===== config.mk =====
export PLATFORM = sky130hd
export DESIGN_NAME = pipe_hazard_ctrl
export DESIGN_NICKNAME = d
export VERILOG_FILES = /design/src/rtl/pipe_ctrl_pkg.sv /design/src/rtl/sat_counter.sv /design/src/rtl/pipe_hazard_ctrl.sv
export SDC_FILE = /design/constraint.sdc
export NUM_CORES = 1
export LEC_CHECK = 0
export ABC_CLOCK_PERIOD_IN_PS = 2600
export BUFFER_PORTS_ARGS = -buffer_cell sky130_fd_sc_hd__buf_2
export CAP_MARGIN = 20
export CORE_MARGIN = 2
export CORE_UTILIZATION = 45
export CTS_BUF_LIST = sky130_fd_sc_hd__clkbuf_8
export DETAILED_ROUTE_END_ITERATION = 10
export PLACE_DENSITY = 0.69
export SLEW_MARGIN = 15
export SYNTH_ARGS = -nofsm -noshare
export SYNTH_HDL_FRONTEND = slang
export SYNTH_SLANG_ARGS = --single-unit
export TNS_END_PERCENT = 1

===== constraint.sdc =====
create_clock -name clk -period 2.6 [get_ports clk]
set_clock_uncertainty 0.15 [all_clocks]
set_input_delay 0.13 -clock clk [delete_from_list [all_inputs] [get_ports clk]]
set_output_delay 0.13 -clock clk [all_outputs]
set_load 0.05 [all_outputs]

===== src/rtl/pipe_ctrl_pkg.sv =====
// Shared types and constants for the pipeline hazard controller.
// Holds the scheduler state encoding and the trap cause codes.
package pipe_ctrl_pkg;

    typedef enum logic [1:0] {
        ST_RUN,
        ST_MEMWAIT,
        ST_TRAP
    } state_t;

    localparam logic [1:0] CAUSE_NONE  = 2'd0;
    localparam logic [1:0] CAUSE_ILL   = 2'd1;
    localparam logic [1:0] CAUSE_MEMTO = 2'd2;

    // True when an in-flight load writes a register the ID instruction reads.
    // x0 never creates a dependency.
    function automatic logic load_use_hit(
        input logic       id_valid,
        input logic       ex_valid,
        input logic       ex_is_load,
        input logic [4:0] ex_rd,
        input logic [4:0] id_rs1,
        input logic [4:0] id_rs2
    );
        return id_valid & ex_valid & ex_is_load & (ex_rd != 5'd0) &
               ((ex_rd == id_rs1) | (ex_rd == id_rs2));
    endfunction

endpackage


===== src/rtl/sat_counter.sv =====
// Saturating up-counter used for pipeline performance statistics.
// Holds at all-ones instead of wrapping.
module sat_counter #(
    parameter int W = 32
) (
    input  logic         clk,
    input  logic         reset,
    input  logic         inc,
    output logic [W-1:0] q
);

    logic [W-1:0] r_cnt;

    // Count up on inc, sticking at the maximum value.
    always_ff @(posedge clk) begin
        if (reset) begin
            r_cnt <= '0;
        end else if (inc && (r_cnt != {W{1'b1}})) begin
            r_cnt <= r_cnt + {{(W-1){1'b0}}, 1'b1};
        end
    end

    assign q = r_cnt;

endmodule


===== src/rtl/pipe_hazard_ctrl.sv =====
// Stall/flush scheduler for the 5-stage pipeline.
// Control outputs are combinational from state and inputs.
module pipe_hazard_ctrl
    import pipe_ctrl_pkg::*;
#(
    parameter int MEM_TIMEOUT = 16,
    parameter int PERF_W      = 32
) (
    input  logic              clk,
    input  logic              reset,
    input  logic              id_valid,
    input  logic [4:0]        id_rs1,
    input  logic [4:0]        id_rs2,
    input  logic              id_ill,
    input  logic              ex_valid,
    input  logic              ex_is_load,
    input  logic [4:0]        ex_rd,
    input  logic              ex_redirect,
    input  logic              mem_req,
    input  logic              mem_ready,
    output logic              stall_if,
    output logic              stall_id,
    output logic              stall_ex,
    output logic              stall_mem,
    output logic              flush_id,
    output logic              bubble_ex,
    output logic              pc_redirect,
    output logic              trap,
    output logic [1:0]        trap_cause,
    output logic [PERF_W-1:0] perf_stall,
    output logic [PERF_W-1:0] perf_flush
);

    localparam int CW = $clog2(MEM_TIMEOUT + 1);
    localparam logic [CW-1:0] CNT_MAX = CW'(MEM_TIMEOUT);
    localparam logic [CW-1:0] CNT_ONE = CW'(1);

    state_t        r_state;
    logic [CW-1:0] r_wait_cnt;
    logic [1:0]    r_cause;

    state_t        w_state_nxt;
    logic [CW-1:0] w_cnt_nxt;
    logic [1:0]    w_cause_nxt;
    logic          w_freeze;
    logic          w_load_use;
    logic          w_redir_win;

    assign w_freeze   = mem_req & ~mem_ready;
    assign w_load_use = load_use_hit(id_valid, ex_valid, ex_is_load,
                                     ex_rd, id_rs1, id_rs2);

    // State, wait counter and latched trap cause.
    always_ff @(posedge clk) begin
        if (reset) begin
            r_state    <= ST_RUN;
            r_wait_cnt <= '0;
            r_cause    <= CAUSE_NONE;
        end else begin
            r_state    <= w_state_nxt;
            r_wait_cnt <= w_cnt_nxt;
            r_cause    <= w_cause_nxt;
        end
    end

    // Priority hazard resolution and next-state selection.
    always_comb begin
        w_state_nxt = r_state;
        w_cnt_nxt   = r_wait_cnt;
        w_cause_nxt = r_cause;
        w_redir_win = 1'b0;
        stall_if    = 1'b0;
        stall_id    = 1'b0;
        stall_ex    = 1'b0;
        stall_mem   = 1'b0;
        flush_id    = 1'b0;
        bubble_ex   = 1'b0;
        pc_redirect = 1'b0;

        if (r_state == ST_TRAP) begin
            // Halt the front end; older instructions still drain.
            stall_if  = 1'b1;
            stall_id  = 1'b1;
            bubble_ex = 1'b1;
            flush_id  = 1'b1;
            stall_ex  = w_freeze;
            stall_mem = w_freeze;
        end else if (w_freeze) begin
            stall_if  = 1'b1;
            stall_id  = 1'b1;
            stall_ex  = 1'b1;
            stall_mem = 1'b1;
            if (r_state == ST_RUN) begin
                w_state_nxt = ST_MEMWAIT;
                w_cnt_nxt   = CNT_ONE;
            end else if (r_wait_cnt == CNT_MAX) begin
                w_state_nxt = ST_TRAP;
                w_cause_nxt = CAUSE_MEMTO;
                w_cnt_nxt   = '0;
            end else begin
                w_cnt_nxt = r_wait_cnt + CNT_ONE;
            end
        end else begin
            w_state_nxt = ST_RUN;
            w_cnt_nxt   = '0;
            if (ex_valid && ex_redirect) begin
                // ID holds a wrong-path instruction; its flags are moot.
                pc_redirect = 1'b1;
                flush_id    = 1'b1;
                bubble_ex   = 1'b1;
                w_redir_win = 1'b1;
            end else if (w_load_use) begin
                stall_if  = 1'b1;
                stall_id  = 1'b1;
                bubble_ex = 1'b1;
            end else if (id_valid && id_ill) begin
                // Keep the illegal instruction out of EX.
                stall_if    = 1'b1;
                bubble_ex   = 1'b1;
                w_state_nxt = ST_TRAP;
                w_cause_nxt = CAUSE_ILL;
            end
        end

        // Nothing is stalled or flushed while reset is held.
        if (reset) begin
            stall_if    = 1'b0;
            stall_id    = 1'b0;
            stall_ex    = 1'b0;
            stall_mem   = 1'b0;
            flush_id    = 1'b0;
            bubble_ex   = 1'b0;
            pc_redirect = 1'b0;
            w_redir_win = 1'b0;
        end
    end

    assign trap       = (r_state == ST_TRAP);
    assign trap_cause = r_cause;

    sat_counter #(.W(PERF_W)) u_perf_stall (
        .clk   (clk),
        .reset (reset),
        .inc   (stall_if),
        .q     (perf_stall)
    );

    sat_counter #(.W(PERF_W)) u_perf_flush (
        .clk   (clk),
        .reset (reset),
        .inc   (w_redir_win),
        .q     (perf_flush)
    );

endmodule


==> results of run 1 <==
-- cell families (layout without fill, tap and decap cells) --
| group | Yosys count | count (layout) | synth area share, % |
|---|---|---|---|
| mux | 7 | 7 | 1.919 |
| fa+ha+maj | 4 | 4 | 1.259 |
| compound gates | 128 | 128 | 19.67 |
| xor+xnor | 18 | 18 | 3.965 |
| buf+inv | 35 | 142 | 3.839 |
| simple gates | 229 | 229 | 32.60 |
| flops | 73 | 73 | 36.75 |
-- flip-flops by register name, indices dropped and copies added, names as in the netlist --
| name | count |
|---|---|
| u_perf_stall.q | 32 |
| r_wait_cnt | 5 |
| r_state | 2 |
| trap_cause | 2 |
| u_perf_flush.q | 32 |
-- layer usage --
| layer | global-route usage (%) | vias to the layer above | routed length [um] |
|---|---|---|---|
| met5 | 0 | - | 0 |
| met4 | 5.342 | 0 | 110 |
| met3 | 4.223 | 10 | 472 |
| met2 | 33.30 | 105 | 4653 |
| met1 | 27.93 | 1938 | 4780 |
| li1 | - | 2083 | - |
-- placed cells by master (no fill, tap or decap), drive strengths merged, types with 2 or more instances in the layout --
cell	instances
nor2b	4
nor4	10
nand2b	3
mux2i	2
nand2	36
clkbuf	10
o31a	5
mux2	5
and4	6
a31o	3
inv	14
nand3	31
or3	29
or2	3
nor3	9
clkinv	2
or4	20
a311oi	2
o211ai	3
o21ai	32
a31oi	2
and3	10
xnor2	2
a21oi	49
o31ai	13
o21a	9
a41oi	2
nand4	23
nand3b	2
ha	4
xor2	16
and2	3
nor2	37
dfxtp	73
buf	114
-- what timing repair did --
item,4_1_cts,5_1_grt
gates resized for setup,0,1
hold endpoints to repair,1,0
endpoints found under the setup margin,0,2
hold buffers,1,0
-- final timing paths --
kind,startpoint,to,slack [ps],cells past startpoint
worst max-delay path,r_state[0]$_SDFFE_PP0P_,u_perf_flush.q[26]$_SDFFE_PP0P_,140,7
worst min-delay path,id_ill,trap_cause[1]$_SDFFE_PP0P_,70,4
worst max register to register,r_state[0]$_SDFFE_PP0P_,u_perf_flush.q[26]$_SDFFE_PP0P_,140,7
worst min register to register,trap_cause[1]$_SDFFE_PP0P_,trap_cause[1]$_SDFFE_PP0P_,310,2
-- per-stage QoR --
step | hold WS [ps] | cell area, um2 | setup TNS [ps] | cells | total power, mW
final | 66.90 | 4830 | 0 | 709 | 2.128
after global routing | 116.0 | 4830 | 0 | 709 | 2.212
after detailed placement | 299.3 | 4656 | 0 | 693 | 1.383
after CTS | 61.57 | 4828 | 0 | 709 | 2.145
after floorplan | 151.4 | 4000 | -44.46 | 494 | 1.320
after global placement | 296.3 | 4656 | 0 | 693 | 1.380
-- worst min-delay path: stages --
cell	delay (ps)
buf_2	90
nand3_1	80
nor3_1	140
a211oi_1	70
-- power by group --
group | switching (mW) | total [mW] | leakage, nW | internal (mW)
sequential | 0.0126 | 1.14 | 0.599 | 1.13
combinational | 0.153 | 0.218 | 1.20 | 0.0653
clock | 0.412 | 0.769 | 0.0905 | 0.357
total | 0.578 | 2.13 | 1.89 | 1.55
-- cells in the mapped netlist, drive strengths merged, types with 13 or more instances --
cell	number	area (um2)
dfxtp	73	1461
a21oi	49	245.2
nor2	37	141.4
nand2	36	135.1
o21ai	32	163.9
nand3	31	155.2
or3	29	181.4
nand4	23	143.9
or4	20	153.9
xor2	16	140.1
buf	13	67.56
o31ai	13	97.59
-- layout make-up --
class	count	area (um2)
multi-input cells	386	2362
inverters	12	47.55
flip-flops and latches	73	1486
repair buffers	115	635.6
clock buffers	10	137.6
clock inverters	5	25.02
well taps	108	135.1
fillers	835	3806
==> results.toml, run 1 <==
[placement]
port-buffer-count = 97
dp_slack_ps = 99.15
place_congestion = 0.8769
dpl.hpwl_mm = 7.120

[final_layout]
drive_gt1_share_pct = 27.45
nNetsFinal = 625
syn_to_final_growth_pct = 21.46
diodes = 0
postLayoutCoreUtil_pct = 55.93

[clock_tree]
cts_tree = "done"
path_clk_slew_ps = 70
cts_root_buf = "clkbuf_8"
cts_setup_buffers = 0
htreeDepth = 3
numCtsBuffers = 9
clock_latency_ps = 340
clock_sinks = 73
cts_buffer_depth = 2

[synth]
syn_inst = 494
synth_edf_count = 0
async_flop_share_pct = 0
synth_ff_type = "dfxtp_1"
ys_ff_latch = 73
synth_fp_nets = 522
syn_area_mm2 = 0.003976
ys_seq_area_share_pct = 36.75
ys_types = 56
avgSynthCellArea_um2 = 8.049
synth_warnings = 0

[route]
antenna_left = 0
drcViolationCount = 0
drt-total-wl_mm = 10.02
vias_per_cell = 5.834
wl_per_cell_um = 14.13
initialDrtViolationCount = 183
dr.pass1.iters = 5
dr_total_vias = 4136

[worst_setup_path]
end_kind = "flop"
slowest_stage = "or4_4"
crit_buf_inv = 1
start_kind = "flop"
cpLargestDelayFamily = "simple AND/OR/NAND/NOR gates"
critPathKind = "flop to flop"
required_ps = 2720
crit_chain = "nand2b_4 > inv_4 > or4_4 > nor2_2 > nand3_1 > or4_1 > a21oi_1"
cp_max_fo = 9
max_stage_delay_ps = 570
arrival_ps = 2580

[sta]
slew_violations = 0
finalHoldViolations = 0
min_period_ps = 2462
rsz0062_at_grt = "false"
worst_slack_ps = 138.4
tightestPinTransition_ps = 795.4
clock.fmax_mhz = 406.2
setup_viol = 0
post-route-period-util_pct = 94.68
max_slew_margin_pct = 46.97

[die]
die-height_um = 98
rows = 34
die_w_um = 98
coreArea_mm2 = 0.008636
start_util_pct = 46.04
dieArea_mm2 = 0.009604
io_pins = 98

[global_route]
antenna_found_initial = 0
grt_pass1_wl_mm = 16.74
grt_start_max_net_pins = 78
grt_util_all_layers_pct = 20.51
grt.overflow.total = 0
first_global_vias = 3637

[pwr]
ir_worst_vdd_mv = 0.2622
leakagePower_nw = 1.892
power_density_mw_per_mm2 = 440.5

[outcome]
status = "complete, no violations"

[worst_hold_path]
hold_class = "input pin to flop"

[flow_run]
maxCapViolCount = 0
(Power assumes the default switching activity.)
==> inputs of run 2 (changes only) <==
--- a/config.mk
+++ b/config.mk
@@ -5,6 +5,7 @@
 export SDC_FILE = /design/constraint.sdc
 export NUM_CORES = 1
 export LEC_CHECK = 0
+export ABC_AREA = 1
 export ABC_CLOCK_PERIOD_IN_PS = 2600
 export BUFFER_PORTS_ARGS = -buffer_cell sky130_fd_sc_hd__buf_2
 export CAP_MARGIN = 20
@@ -12,7 +13,7 @@
 export CORE_UTILIZATION = 45
 export CTS_BUF_LIST = sky130_fd_sc_hd__clkbuf_8
 export DETAILED_ROUTE_END_ITERATION = 10
-export PLACE_DENSITY = 0.69
+export PLACE_DENSITY = 0.68
 export SLEW_MARGIN = 15
 export SYNTH_ARGS = -nofsm -noshare
 export SYNTH_HDL_FRONTEND = slang
==> results.toml, run 2 <==
[worst_hold_path]
hold_class = "input pin to flop"
hold_start = "reset"

[placement]
dpl.hpwl_mm = 8.828
port-buffer-count = 97
place_congestion = 0.9154
dpl-instance-area_mm2 = 0.005109
dp_slack_ps = 380.5
place_inst = 964

[synth]
synth_top_area_share_pct = 32.24
synth_edf_count = 0
ys_types = 37
syn_area_mm2 = 0.004533
syn_inst = 748
avgSynthCellArea_um2 = 6.060
synth_warnings = 0
synth_area_leaders = "dfxtp_1 (32%), nand2_1 (17%), nor2_1 (9.6%), inv_1 (9.0%), nand3_1 (6.7%)"
yosysMostFrequentCell = "nand2_1"
synth_ff_type = "dfxtp_1"
synth_fp_nets = 776
yosysTopAreaCell = "dfxtp_1"
ys_ff_latch = 73
synth_common_cells = "nand2_1 (210), nor2_1 (116), inv_1 (109)"
ys_seq_area_share_pct = 32.24
async_flop_share_pct = 0

[outcome]
status = "complete, no violations"

[route]
drt-total-wl_mm = 11.54
drcViolationCount = 0
initialDrtViolationCount = 220
antenna_left = 0
vias_per_cell = 4.966
wl_per_cell_um = 11.76
dr.pass1.iters = 4
dr_total_vias = 4872

[global_route]
first_global_vias = 4664
grt_start_max_net_pins = 43
grt_util_all_layers_pct = 21.92
grt.overflow.total = 0
grt_pass1_wl_mm = 20.06
antenna_found_initial = 0

[final_layout]
nNetsFinal = 871
diodes = 0
seqCellArea_mm2 = 0.001461
syn_to_final_growth_pct = 17.44
fillers = 1061
most-common-layout-cells = "nand2_1 (210), nor2_1 (116), inv_1 (109)"
final_common_cell = "nand2_1"
postLayoutCoreUtil_pct = 54.47
multiInputGateArea_mm2 = 0.002514
final_area_mm2 = 0.005324
fin_cells = 981
drive_gt1_share_pct = 17.69

[pwr]
ir_worst_vdd_mv = 0.2379
leakagePower_nw = 2.507
power_density_mw_per_mm2 = 442.3
p_total_mw = 2.355

[die]
coreArea_mm2 = 0.009774
dieArea_mm2 = 0.01089
rows = 36
io_pins = 98
start_util_pct = 46.38
die_w_um = 104.4
die-height_um = 104.4

[sta]
timing.hold.ws_ps = 34.16
max_slew_margin_pct = 69.28
slew_violations = 0
setup-tns-final_ps = 0
worst_slack_ps = 333.1
tightestPinTransition_ps = 460.8
min_period_ps = 2267
rsz0062_at_grt = "false"
finalHoldViolations = 0
post-route-period-util_pct = 87.19
clock.fmax_mhz = 441.1
setup_viol = 0

[worst_setup_path]
cp_max_fo = 7
slowest_stage = "dlygate4sd3_1"
cp-startpoint = "mem_ready"
critPathKind = "input pin to output pin"
crit_chain = "dlygate4sd3_1 > buf_2 > nor2_1 > inv_1 > nand2_1 > inv_1 > nand2_2 > inv_1 > nor2_1 > buf_2"
end_kind = "output pin"
start_kind = "input pin"
max_stage_delay_ps = 540
arrival_ps = 1990
cp_common_cell = "inv_1"
r2r_start = "u_perf_stall.q[0]$_SDFFE_PP0P_"
required_ps = 2320

[clock_tree]
clock_sinks = 73
cts_tree = "done"
cts_root_buf = "clkbuf_8"
clock_latency_ps = 350
htreeDepth = 3
cts_buffer_depth = 2
path_clk_slew_ps = 80
ctsResizeCount = 0
numCtsBuffers = 9

[flow_run]
maxCapViolCount = 0
-- run 2: final cells by class --
cell class	instances	area share, %
clock buffers	10	2.585
clock inverters	6	1.269
inverters	117	8.343
multi-input cells	539	47.21
flip-flops and latches	73	27.45
well taps	133	3.126
repair buffers	103	10.01
-- run 2: path summary, 6_finish.rpt --
path	slack [ps]	cells after the start	end
setup / recovery	330	10	stall_if
hold / removal	30	2	u_perf_flush.q[0]$_SDFFE_PP0P_
setup reg to reg	350	11	u_perf_stall.q[8]$_SDFFE_PP0P_
hold reg to reg	300	2	trap_cause[1]$_SDFFE_PP0P_
-- run 2: critical path: cells and delay by family --
kind,cells,cell delay [ps]
buffers and inverters,6,1300
and+or+nand+nor,4,560
-- run 2: kinds of logic (layout without fill, tap and decap cells) --
logic type | count (synthesis) | after routing | share of synthesized area, %
simple gates | 460 | 460 | 44.58
buf+inv | 136 | 236 | 12.31
flops | 73 | 73 | 32.24
compound gates | 61 | 61 | 7.066
xor+xnor | 14 | 14 | 2.705
fa+ha+maj | 4 | 4 | 1.104
-- run 2: per-layer routing --
metal  routed length, um  track usage (%)  vias up
met4                 149            7.336        0
met3                 490            5.138       15
met5                   0                0        -
met1                5252            25.98     2218
met2                5642            38.70      100
li1                    -                -     2539
-- run 2: report_power, final --
part	leakage, nW	switching, mW	internal (mW)
registers	0.589	0.0137	1.13
logic	1.82	0.208	0.0768
clock network	0.0985	0.454	0.471
total	2.51	0.676	1.68
-- run 2: timing repair --
action	CTS	global route
buffers inserted	0	0
hold buffers	1	0
endpoints found under the hold margin	2	0
==> inputs of run 3 (changes only) <==
--- a/config.mk
+++ b/config.mk
@@ -10,10 +10,10 @@
 export BUFFER_PORTS_ARGS = -buffer_cell sky130_fd_sc_hd__buf_2
 export CAP_MARGIN = 20
 export CORE_MARGIN = 2
-export CORE_UTILIZATION = 45
+export CORE_UTILIZATION = 50
 export CTS_BUF_LIST = sky130_fd_sc_hd__clkbuf_8
 export DETAILED_ROUTE_END_ITERATION = 10
-export PLACE_DENSITY = 0.68
+export PLACE_DENSITY = 0.74
 export SLEW_MARGIN = 15
 export SYNTH_ARGS = -nofsm -noshare
 export SYNTH_HDL_FRONTEND = slang
==> results.toml, run 3 (synthesis gave the netlist of run 2 again) <==
[pwr]
clkPwrFrac_pct = 42.9
leakagePower_nw = 2.534
p_comb_share_pct = 11.3
power_density_mw_per_mm2 = 469.6
internal-power_mw = 1.839
p_sw_mw = 0.6604
sw_frac_of_total_pct = 26.42
ir_worst_vdd_mv = 0.3209
seqPwrFrac_pct = 45.8

[global_route]
antenna_found_initial = 0
first_global_vias = 4582
grt_util_all_layers_pct = 24.01
grt_start_max_net_pins = 43
busiest_layer = "met2"
grt_pass1_wl_mm = 19.71
grt.overflow.total = 0
use_met3_pct = 3.725
met1_usage_pct = 28.92
use_met2_pct = 42.36

[sta]
max_slew_margin_pct = 70.21
post-route-period-util_pct = 85.56
tightestPinTransition_ps = 446.9
slew_violations = 0
rsz0062_at_grt = "false"
clock.fmax_mhz = 449.5
min_period_ps = 2225
setup_viol = 0
finalHoldViolations = 0
setup-tns-final_ps = 0

[die]
die_w_um = 99.22
rows = 34
io_pins = 98
coreArea_mm2 = 0.008763
dieArea_mm2 = 0.009844
start_util_pct = 51.73
die-height_um = 99.22

[route]
initialDrtViolationCount = 215
drt-total-wl_mm = 11.43
antenna_left = 0
drcViolationCount = 0
dr.pass1.iters = 5
wl_per_cell_um = 11.95
dr_total_vias = 4932
vias_per_cell = 5.159

[worst_setup_path]
r2r_start = "u_perf_stall.q[0]$_SDFFE_PP0P_"
crit_buf_inv = 0
crit_chain = "ha_1 > nand2_2 > nor2_1 > nand3_1 > nor2_4 > nand2_1 > nor2_2 > nand3_2 > nand2_1 > nor2_1 > nand2_1 > nand2_1 > nand2_1 > nor2_1"
r2r_cells = 14
end_kind = "flop"
arrival_ps = 2330
start_kind = "flop"
slowest_stage = "dfxtp_1"
cpLargestDelayFamily = "simple AND/OR/NAND/NOR gates"
cp_common_cell = "nand2_1"
r2r_end = "u_perf_stall.q[25]$_SDFFE_PP0P_"
cp_max_fo = 7
critPathKind = "flop to flop"
required_ps = 2710
cp-endpoint = "u_perf_stall.q[25]$_SDFFE_PP0P_"
cp-startpoint = "u_perf_stall.q[0]$_SDFFE_PP0P_"
timing.reg2reg.setup_slack_ps = 380
max_stage_delay_ps = 390
cp.depth = 14

[clock_tree]
ctsResizeCount = 0
path_clk_slew_ps = 90
clock_sinks = 73
cts_tree = "done"
clock_latency_ps = 360
cts_setup_buffers = 0
cts_buffer_depth = 2
hold_buffers = 1
numCtsBuffers = 9
htreeDepth = 3
cts_root_buf = "clkbuf_8"

[flow_run]
maxCapViolCount = 0

[final_layout]
fin_cells = 956
most-common-layout-cells = "nand2_1 (210), nor2_1 (116), inv_1 (111)"
fillers = 865
drive_gt1_share_pct = 17.45
syn_to_final_growth_pct = 17.42
final_area_mm2 = 0.005323
nNetsFinal = 871
diodes = 0
final_common_cell = "nand2_1"

[worst_hold_path]
hold-path-cell-count = 5
hold_class = "input pin to flop"

[placement]
place_inst = 939
dpl.hpwl_mm = 8.515
place_congestion = 0.9000
dpl-instance-area_mm2 = 0.005077
port-buffer-count = 97

[outcome]
status = "complete, no violations"
==> run 3: cell count changes in the layout (fill, tap and decap cells not counted), sizes merged <==
cell	delta
clkbuf	-1
inv	+2
bufinv	+2
clkinv	-1
clkinvlp	-2
==> run 3: worst min path at each step <==
stage | slack (ps) | from | end
after floorplan | 180 | reset | pc_redirect
after global placement | 280 | trap_cause[1]$_SDFFE_PP0P_ | trap_cause[1]$_SDFFE_PP0P_
after detailed placement | 280 | trap_cause[1]$_SDFFE_PP0P_ | trap_cause[1]$_SDFFE_PP0P_
after CTS | 3 | mem_req | r_state[0]$_SDFFE_PP0P_
after global routing | 40 | mem_req | r_state[0]$_SDFFE_PP0P_
final | 20 | mem_req | r_state[0]$_SDFFE_PP0P_
==> run 3: worst reg2reg max path, cell delays in order (launching register included) <==
cell and delay (ps):
dfxtp_1 390, ha_1 230, nand2_2 90, nor2_1 90, nand3_1 120, nor2_4 180, nand2_1 80, nor2_2 150
nand3_2 170, nand2_1 190, nor2_1 60, nand2_1 70, nand2_1 50, nand2_1 60, nor2_1 40
==> run 3: power groups by stage <==
stage                     sequential, mW  clock [mW]  combinational [mW]
final                               1.14        1.07               0.283
after global routing                1.15        1.14               0.312
after CTS                           1.14        1.09               0.284
after detailed placement            1.17           0               0.282
after global placement              1.17           0               0.279
after floorplan                     1.20           0               0.182
==> run 3: metal layers <==
layer  routed length, um  up-vias  part of all wire (%)
li1                    -     2538                     -
met1                4877     2234                    43
met3                 625       21                   5.5
met4                 255        0                   2.2
met2                5670      139                    50
met5                   0        -                     0
==> run 3: per-stage QoR <==
stage | hold slack [ps] | power (mW) | setup WS (ps) | utilization (%)
floorplan | 181.7 | 1.387 | 287.6 | -
global placement | 278.3 | 1.449 | 457.7 | 57.94
detailed placement | 281.1 | 1.453 | 407.8 | 57.94
CTS | 2.808 | 2.518 | 384.6 | 60.74
global route | 40.68 | 2.598 | 132.9 | 60.74
finish | 16.83 | 2.499 | 375.4 | 60.74
==> run 3: cell type report <==
| cell class | count | area, um2 | area share, % |
|---|---|---|---|
| repair buffers | 103 | 533.0 | 10.01 |
| clock inverters | 7 | 111.4 | 2.092 |
| multi-input cells | 539 | 2514 | 47.23 |
| inverters | 117 | 444.2 | 8.345 |
| clock buffers | 9 | 123.9 | 2.327 |
| well taps | 108 | 135.1 | 2.539 |
| flip-flops and latches | 73 | 1461 | 27.46 |
